$ cat config.mk
export PLATFORM = sky130hd
export DESIGN_NAME = psec6_readout_seq
export DESIGN_NICKNAME = d
export VERILOG_FILES = /design/src/rtl/psec6_readout_seq.sv
export SDC_FILE = /design/constraint.sdc
export NUM_CORES = 1
export LEC_CHECK = 0
export BUFFER_PORTS_ARGS = -buffer_cell sky130_fd_sc_hd__buf_4
export CORE_ASPECT_RATIO = 1.75
export CORE_UTILIZATION = 35
export DETAILED_ROUTE_END_ITERATION = 16
export PLACE_DENSITY = 0.62
export SYNTH_ARGS = -nofsm -noshare
export SYNTH_HDL_FRONTEND = slang
export SYNTH_SLANG_ARGS = --single-unit
$ cat constraint.sdc
create_clock -name spi_clk -period 6.1 [get_ports spi_clk]
set_clock_uncertainty 0.1 [all_clocks]
set_input_delay 0.305 -clock spi_clk [delete_from_list [all_inputs] [get_ports spi_clk]]
set_output_delay 0.305 -clock spi_clk [all_outputs]
set_load 0.02 [all_outputs]
$ cat src/rtl/psec6_readout_seq.sv
// Readout sequencer for the PSEC6 channel counters. It steps the channel select through every counter,
// captures each word and splits it into bytes (MSB first) for a show-ahead byte FIFO drained by the SPI slave.
module psec6_readout_seq #(
    parameter int NUM_REGS   = 6,
    parameter int DATA_W     = 16,
    parameter int FIFO_DEPTH = 16,
    parameter int SETTLE     = 2
) (
    input  logic                          spi_clk,
    input  logic                          rst,
    input  logic                          inst_readout,
    input  logic                          inst_rst,
    input  logic [DATA_W-1:0]             chan_data,
    input  logic                          rd_req,
    output logic [2:0]                    select_reg,
    output logic [7:0]                    rd_data,
    output logic                          rd_valid,
    output logic [$clog2(FIFO_DEPTH):0]   fifo_count,
    output logic                          busy,
    output logic                          underflow
);

    localparam int BYTES  = DATA_W / 8;
    localparam int PTR_W  = $clog2(FIFO_DEPTH);
    localparam int CNT_W  = $clog2(FIFO_DEPTH) + 1;
    localparam int SET_W  = $clog2(SETTLE + 1);
    localparam int BYTE_W = $clog2(BYTES + 1);

    typedef enum logic [1:0] {
        IDLE    = 2'd0,
        SELECT  = 2'd1,
        CAPTURE = 2'd2,
        PUSH    = 2'd3
    } state_t;

    state_t              state_r, state_s;
    logic [SET_W-1:0]    settle_r, settle_s;
    logic [2:0]          idx_r, idx_s;
    logic [2:0]          sel_r, sel_s;
    logic                busy_r, busy_s;
    logic [DATA_W-1:0]   shreg_r, shreg_s;
    logic [BYTE_W-1:0]   byte_r, byte_s;

    logic [7:0]          mem_r [FIFO_DEPTH];
    logic [PTR_W-1:0]    wptr_r;
    logic [PTR_W-1:0]    rptr_r;
    logic [CNT_W-1:0]    count_r;
    logic                underflow_r;

    logic                empty_s;
    logic                full_s;
    logic                pop_s;
    logic                push_s;
    logic [7:0]          push_byte_s;

    assign empty_s     = (count_r == CNT_W'(0));
    assign full_s      = (count_r == CNT_W'(FIFO_DEPTH));
    assign pop_s       = rd_req && !empty_s;
    assign push_byte_s = shreg_r[DATA_W-1 -: 8];

    // FSM and datapath state registers; inst_rst overrides everything at the edge
    always_ff @(posedge spi_clk or posedge rst) begin
        if (rst) begin
            state_r  <= IDLE;
            settle_r <= SET_W'(0);
            idx_r    <= 3'd0;
            sel_r    <= 3'd0;
            busy_r   <= 1'b0;
            shreg_r  <= {DATA_W{1'b0}};
            byte_r   <= BYTE_W'(0);
        end else if (inst_rst) begin
            state_r  <= IDLE;
            settle_r <= SET_W'(0);
            idx_r    <= 3'd0;
            sel_r    <= 3'd0;
            busy_r   <= 1'b0;
            shreg_r  <= {DATA_W{1'b0}};
            byte_r   <= BYTE_W'(0);
        end else begin
            state_r  <= state_s;
            settle_r <= settle_s;
            idx_r    <= idx_s;
            sel_r    <= sel_s;
            busy_r   <= busy_s;
            shreg_r  <= shreg_s;
            byte_r   <= byte_s;
        end
    end

    // Next-state logic; a full FIFO only accepts a push when a pop frees a slot in the same cycle
    always_comb begin
        state_s  = state_r;
        settle_s = settle_r;
        idx_s    = idx_r;
        sel_s    = sel_r;
        busy_s   = busy_r;
        shreg_s  = shreg_r;
        byte_s   = byte_r;
        push_s   = 1'b0;
        case (state_r)
            IDLE: begin
                if (inst_readout) begin
                    state_s  = SELECT;
                    idx_s    = 3'd0;
                    sel_s    = 3'd0;
                    busy_s   = 1'b1;
                    settle_s = SET_W'(SETTLE);
                end else begin
                    busy_s = 1'b0;
                end
            end
            SELECT: begin
                if (settle_r <= SET_W'(1)) begin
                    state_s = CAPTURE;
                end else begin
                    settle_s = settle_r - SET_W'(1);
                end
            end
            CAPTURE: begin
                shreg_s = chan_data;
                byte_s  = BYTE_W'(BYTES);
                state_s = PUSH;
            end
            PUSH: begin
                if (!full_s || pop_s) begin
                    push_s  = 1'b1;
                    shreg_s = shreg_r << 32'd8;
                    if (byte_r <= BYTE_W'(1)) begin
                        if (idx_r < 3'(NUM_REGS - 1)) begin
                            idx_s    = idx_r + 3'd1;
                            sel_s    = idx_r + 3'd1;
                            settle_s = SET_W'(SETTLE);
                            state_s  = SELECT;
                        end else begin
                            state_s = IDLE;
                            busy_s  = 1'b0;
                        end
                    end else begin
                        byte_s = byte_r - BYTE_W'(1);
                    end
                end else begin
                    push_s = 1'b0;
                end
            end
            default: begin
                state_s = IDLE;
                busy_s  = 1'b0;
            end
        endcase
    end

    // FIFO storage; stale contents are harmless because the pointers define what is valid
    always_ff @(posedge spi_clk) begin
        if (push_s && !inst_rst) begin
            mem_r[wptr_r] <= push_byte_s;
        end
    end

    // FIFO pointers, occupancy and sticky underflow flag
    always_ff @(posedge spi_clk or posedge rst) begin
        if (rst) begin
            wptr_r      <= PTR_W'(0);
            rptr_r      <= PTR_W'(0);
            count_r     <= CNT_W'(0);
            underflow_r <= 1'b0;
        end else if (inst_rst) begin
            wptr_r      <= PTR_W'(0);
            rptr_r      <= PTR_W'(0);
            count_r     <= CNT_W'(0);
            underflow_r <= 1'b0;
        end else begin
            if (push_s) begin
                wptr_r <= wptr_r + PTR_W'(1);
            end
            if (pop_s) begin
                rptr_r <= rptr_r + PTR_W'(1);
            end
            case ({push_s, pop_s})
                2'b10:   count_r <= count_r + CNT_W'(1);
                2'b01:   count_r <= count_r - CNT_W'(1);
                default: count_r <= count_r;
            endcase
            if (rd_req && empty_s) begin
                underflow_r <= 1'b1;
            end
        end
    end

    assign select_reg = sel_r;
    assign busy       = busy_r;
    assign fifo_count = count_r;
    assign rd_valid   = !empty_s;
    assign rd_data    = empty_s ? 8'h00 : mem_r[rptr_r];
    assign underflow  = underflow_r;

endmodule
Word-level counts from Yosys, hierarchy flattened
Memory sizes are Yosys's and may differ from the RTL's.
Index checks and enable logic that the tools add are counted.
{"block": "word_totals", "inputBits": 21, "wordCells": 103, "out_inout_bits": 19, "ram_bits": 128, "n_memories": 1, "latch_bits": 0, "rom_bits": 0, "regBits": 40}
{"memory": "mem_r", "words": 16, "width": 8, "rd": 1, "rd_ports_with_merged_regs": 0, "wr": 1, "line": "44", "source": "logic [7:0] mem_r [FIFO_DEPTH];"}
{"block": "classes", "mul": 0, "mux": 46, "reduce_logical": 22, "n_lt_le_gt_ge": 3, "add_sub_neg": 7, "div_mod_pow": 0, "eq_ne": 14, "n_bitwise": 0, "shifts": 0}
{"cell": "$mux 16", "n": 2}
{"cell": "$pmux 16 s2", "n": 1}
{"cell": "$mux 2", "n": 14}
{"cell": "$ne 3x3->1 const B", "n": 8}
{"cell": "$mux 4", "n": 4}
{"cell": "$mux 3", "n": 5}
{"cell": "$mux 1", "n": 12}
{"cell": "$pmux 5 s2", "n": 1}
{"cell": "$reduce_bool 3->1", "n": 3}
{"cell": "$add 4x1->4 const B", "n": 2}
{"cell": "$mux 8", "n": 1}
{"cell": "$pmux 2 s4", "n": 1}
{"cell": "$reduce_and 4->1", "n": 2}
{"cell": "$eq 2x2->1 const B", "n": 3}
{"cell": "$pmux 2 s3", "n": 1}
{"cell": "$pmux 3 s2", "n": 1}
{"cell": "$reduce_and 6->1", "n": 1}
{"cell": "$reduce_bool 2->1", "n": 3}
{"cell": "$add 5x1->5 const B", "n": 1}
{"cell": "$eq 5x5->1 const B", "n": 1}
{"cell": "$logic_not 5->1", "n": 1}
{"cell": "$mux 5", "n": 1}
{"cell": "$reduce_and 5->1", "n": 1}
{"cell": "$sub 5x1->5 const B", "n": 1}
{"cell": "other kinds (14)", "n": 21}

Longest topological paths before layout
{"block": "logic_depth", "ltp_word": 9, "depth_mapped": 11, "mapped_depth_nobuf": 11}

Worst setup path before layout
Ideal clock, no wire load.
{"block": "synth_path", "path_kind": "register -> register", "from": "reg count_r[0], in the netlist fifo_count[0]", "to": "reg count_r[4], in the netlist fifo_count[4]", "path_buffers": 0, "t_required_ns": 5.923, "synth_period_minus_slack_ns": 2.807, "setup_slack_ns": 3.293, "arrival_ns": 2.629, "path_stages_with_launch": 12, "setup_ns": 0.077, "cell_sequence": "dfrtp_1 -> or4_4 -> nor2_1 -> inv_1 -> nand3_1 -> inv_1 -> ha_1 -> nand2b_1 -> o2bb2ai_1 -> mux2i_1 -> or2_2 -> a21oi_1"}
{"block": "synth_via", "elab_chain_len": 9, "elab_cells_between_ends": 15, "classes_between": "2 x add/sub; 3 x eq/ne; 4 x mux; 6 x reduce/logical"}
{"element": "from (decl)", "line": "47", "source": "logic [CNT_W-1:0] count_r;"}
{"element": "from (signal assigned)", "line": "179", "source": "2'b10: count_r <= count_r + CNT_W'(1);"}
{"element": "from (signal assigned)", "line": "180", "source": "2'b01: count_r <= count_r - CNT_W'(1);"}
{"element": "from (signal assigned)", "line": "181", "source": "default: count_r <= count_r;"}
{"element": "$logic_not 5->1 *", "line": "56", "source": "assign empty_s = (count_r == CNT_W'(0));"}
{"element": "$logic_not 1->1 *"}
{"element": "net rd_valid", "line": "17", "source": "output logic rd_valid,"}
{"element": "$logic_and 1x1->1 *", "line": "58", "source": "assign pop_s = rd_req && !empty_s;"}
{"element": "$logic_or 1x1->1", "line": "125", "source": "if (!full_s || pop_s) begin"}
{"element": "$mux 1", "line": "125"}
{"element": "$mux 1", "line": "100", "source": "case (state_r)"}
{"element": "$eq 2x1->1 or $eq 2x2->1 (tied branches)", "line": "178", "source": "case ({push_s, pop_s})"}
{"element": "$pmux 5 s2", "line": "178"}
{"element": "$mux 5", "line": "166", "source": "end else if (inst_rst) begin"}
Mark *: on every way through the listed nets, which the timed path passes. The rest lies on a longest branch.
A chain may end at the register's enable or synchronous reset.

Worst setup path after layout
{"block": "layout_path", "from": "reg state_r[0]", "to": "reg count_r[4], in the netlist fifo_count[4]"}
{"block": "layout_via", "elab_chain_len": 5, "elab_cells_between_ends": 7, "classes_between": "3 x eq/ne; 3 x mux; 1 x reduce/logical"}
{"element": "from (decl)", "line": "36", "source": "state_t state_r, state_s;"}
{"element": "from (signal assigned)", "line": "80", "source": "state_r <= state_s;"}
{"element": "$eq 2x2->1 *", "line": "100"}
{"element": "$mux 1 *", "line": "100"}
{"element": "$eq 2x1->1 or $eq 2x2->1 (tied branches)", "line": "178"}
{"element": "$pmux 5 s2", "line": "178"}
{"element": "$mux 5", "line": "166"}
Mark *: on every way between the ends. The rest lies on a longest branch, timed or not.

==> flow_summary.toml <==
[logic_synthesis]
ys_types = 46
synth_area_per_cell_um2 = 15.70
postSynthCellCount = 461
yosysSeqAreaShare_pct = 66.94
netlist_area_um2 = 7237
syn_nets = 497
synth_seq_cells = 168
async_flop_share_pct = 23.81
ys.flop_type = "edfxtp_1"
yosys_warnings = 0
synth_edf_count = 128

[grt]
first_global_vias = 4242
grt_max_degree = 41
antenna_found_initial = 0
grt_usage_pct = 14.15
gr-total-overflow = 0
grt_pass1_wl_um = 22710

[timing]
max_clock_freq_mhz = 311.9
hold-worst-slack_ns = 0.02083
slew_violations = 0
post-route-min-period_ns = 3.206
relSlewSlack_pct = 16.77
setup-tns-final_ns = 0
setup_viol = 0
worstMarginPinSlew_ns = 1.239
fin_crit_sh_pct = 52.55
rsz0062_at_grt = "false"
hold_viol = 0

[place]
port_buffers = 39
dp_hpwl_um = 9276
gp_congestion = 0.7143
placed_area_um2 = 7719

[detailed_routing]
wl_per_cell_um = 18.27
routed_wl_um = 13980
via_count = 3936
drt_iter0_markers = 254
drc = 0
ant_nets = 0
drtPass1Iterations = 4
viasPerCell = 5.145

[hold_path]
worstHoldStart = "chan_data[1]"
hold_end = "shreg_r[1]"
min_path_cells = 3
hold_class = "input port to flop"

[cells_and_area]
layout-drive-gt1-share_pct = 24.18
largest_register = "mem_r"
antenna_cells = 0
area_growth_pct = 15.99
largest_reg_flops = 128
fin_area_um2 = 8394
final.fill_count = 1796
fin_nets = 540

[cts]
post_cts_resized = 0
cts_buffers = 17
clock_sinks = 168
cts_max_level = 4
cts_buffer_depth = 2
cts_tree = "yes"
root_buffer = "clkbuf_16"
cts.clk_slew.worst_paths_ns = 0.07
clock_latency_ns = 0.43

[setup_path]
critPathArrivalTime_ns = 3.46
reg2reg_from = "state_r[0]"
startpoint = "state_r[0]"
crit_path_end_kind = "flop"
ff2ff_path_depth = 10
critPathRequiredTime_ns = 6.35
r2r_end = "fifo_count[4]"
critPathKind = "flop to flop"
cp_max_fo = 19
worstSetupStartpointType = "flop"
reg2reg_slack_ns = 2.89

[floorplanning]
rows = 69
initial_core_util_pct = 35.67
core-area_um2 = 20290
fp.dieH_um = 192.2
dieArea_um2 = 21280
fp.dieW_um = 110.7
ios = 40

[status]
outcome = "finished, final reports clean"

[pwr]
pwr-share-clk_pct = 29.5
seq_power_share_pct = 42.4
switching_share_pct = 33.74
ir_drop_mv = 0.1995
power_uw = 3673
intPower_uw = 2434
netSwitchingPower_uw = 1240
leakagePower_uw = 0.002915
power.density_nw_per_um2 = 437.6
pwr-share-comb_pct = 28.1

[run]
maxCapViolations = 0
## worst max path at each step
stage	end	depth (start not counted)
4_1_cts	mem_r[1][4]	5
2_1_floorplan	fifo_count[4]	11
6_report	fifo_count[4]	10
5_1_grt	fifo_count[4]	10
3_3_place_gp	fifo_count[4]	10
3_5_place_dp	mem_r[1][1]	5
## stage by stage
step	utilization [%]	worst slack, ns	std cells
6_report	41.38	2.894	765
5_1_grt	41.38	2.624	765
4_1_cts	41.38	2.864	765
3_5_place_dp	38.05	2.891	726
3_3_place_gp	38.05	3.049	726
2_1_floorplan	-	3.293	461
## power by group through the flow
stage	logic [uW]	clock network, uW	registers [uW]
after detailed placement	1050	0	1580
after floorplan	763	0	1530
after CTS	1060	1110	1560
after global placement	1030	0	1570
after global routing	1140	1150	1580
final	1030	1080	1560
## critical path, cell delays in order, from the launching register on
cell and delay [ns]:
dfrtp_1 0.44, ha_1 0.70, clkinv_1 0.46, nand3_1 0.24, inv_1 0.11, ha_1 0.34, nand2b_1 0.06, o2bb2ai_1 0.16
mux2i_1 0.13, or2_2 0.27, a21oi_1 0.12
## cells by family after synthesis
group           count (synthesis)  share of synthesized area (%)
flops                         168                          66.94
simple gates                   97                          6.086
compound gates                 76                          7.434
mux                            53                          12.91
buf+inv                        44                          2.956
fa+ha+maj                      15                          2.697
xor+xnor                        8                         0.9681
## cell type report
type | count | area (um2) | area share, %
Clock buffer | 17 | 425.4 | 5.068
Clock inverter | 15 | 180.2 | 2.146
Inverter | 20 | 75.07 | 0.8943
Multi-Input combinational cell | 249 | 2178 | 25.95
Sequential cell | 168 | 4847 | 57.74
Tap cell | 248 | 310.3 | 3.697
Timing Repair Buffer | 48 | 377.9 | 4.501
## layout by cell type (no fill, tap or decap), drive strengths merged
cell type / count
edfxtp: 128
nor2: 41
buf: 41
dfrtp: 40
mux4: 32
inv: 25
mux2i: 21
o21ai: 21
a21oi: 20
nand2: 18
clkbuf: 17
nand3: 15
ha: 14
nand2b: 9
a22oi: 8
o22ai: 8
clkinv: 8
dlygate4sd3: 7
nor3: 5
xnor2: 4
xor2: 4
a211oi: 4
nor2b: 3
o31ai: 3
nor4: 2
a31oi: 2
o41ai: 2
o211ai: 2
a21o: 2
or3: 2
or4: 1
o21a: 1
o2bb2ai: 1
or2: 1
o221a: 1
a221o: 1
fa: 1
bufinv: 1
clkinvlp: 1
## Yosys cell counts (2+ instances only)
cell	instances	area (um2)
nor4_1	2	12.51
a31oi_1	2	12.51
buf_2	6	30.03
nand2b_1	9	56.30
o21ai_4	2	32.53
clkbuf_1	9	33.78
mux4_2	32	720.7
o31ai_1	3	22.52
mux2i_1	20	200.2
inv_1	19	71.32
buf_6	3	33.78
nor2b_1	3	18.77
edfxtp_1	128	3844
o22ai_1	8	50.05
xor2_1	4	35.03
nor2_1	41	153.9
buf_4	5	37.54
a21oi_1	20	100.1
ha_1	14	175.2
nand3_1	15	75.07
a22oi_1	8	60.06
o21ai_0	11	55.05
xnor2_1	4	35.03
o21ai_2	8	70.07
nor3_1	5	25.02
dfrtp_1	40	1001
a211oi_1	3	22.52
o41ai_1	2	17.52
nand2_1	18	67.56
## metal layers
metal | track usage [%] | vias to the layer above | part of all wire (%)
li1 | - | 1850 | -
met1 | 15.20 | 1998 | 39
met2 | 26.73 | 72 | 57
met3 | 2.935 | 16 | 2.3
met4 | 5.846 | 0 | 1.6
met5 | 0 | - | 0
## timing repair
item,in CTS,in global routing
endpoints found under the hold margin,46,0
setup buffers,0,0
hold buffers,7,0
Note: power is estimated with default switching activity, not from simulation.
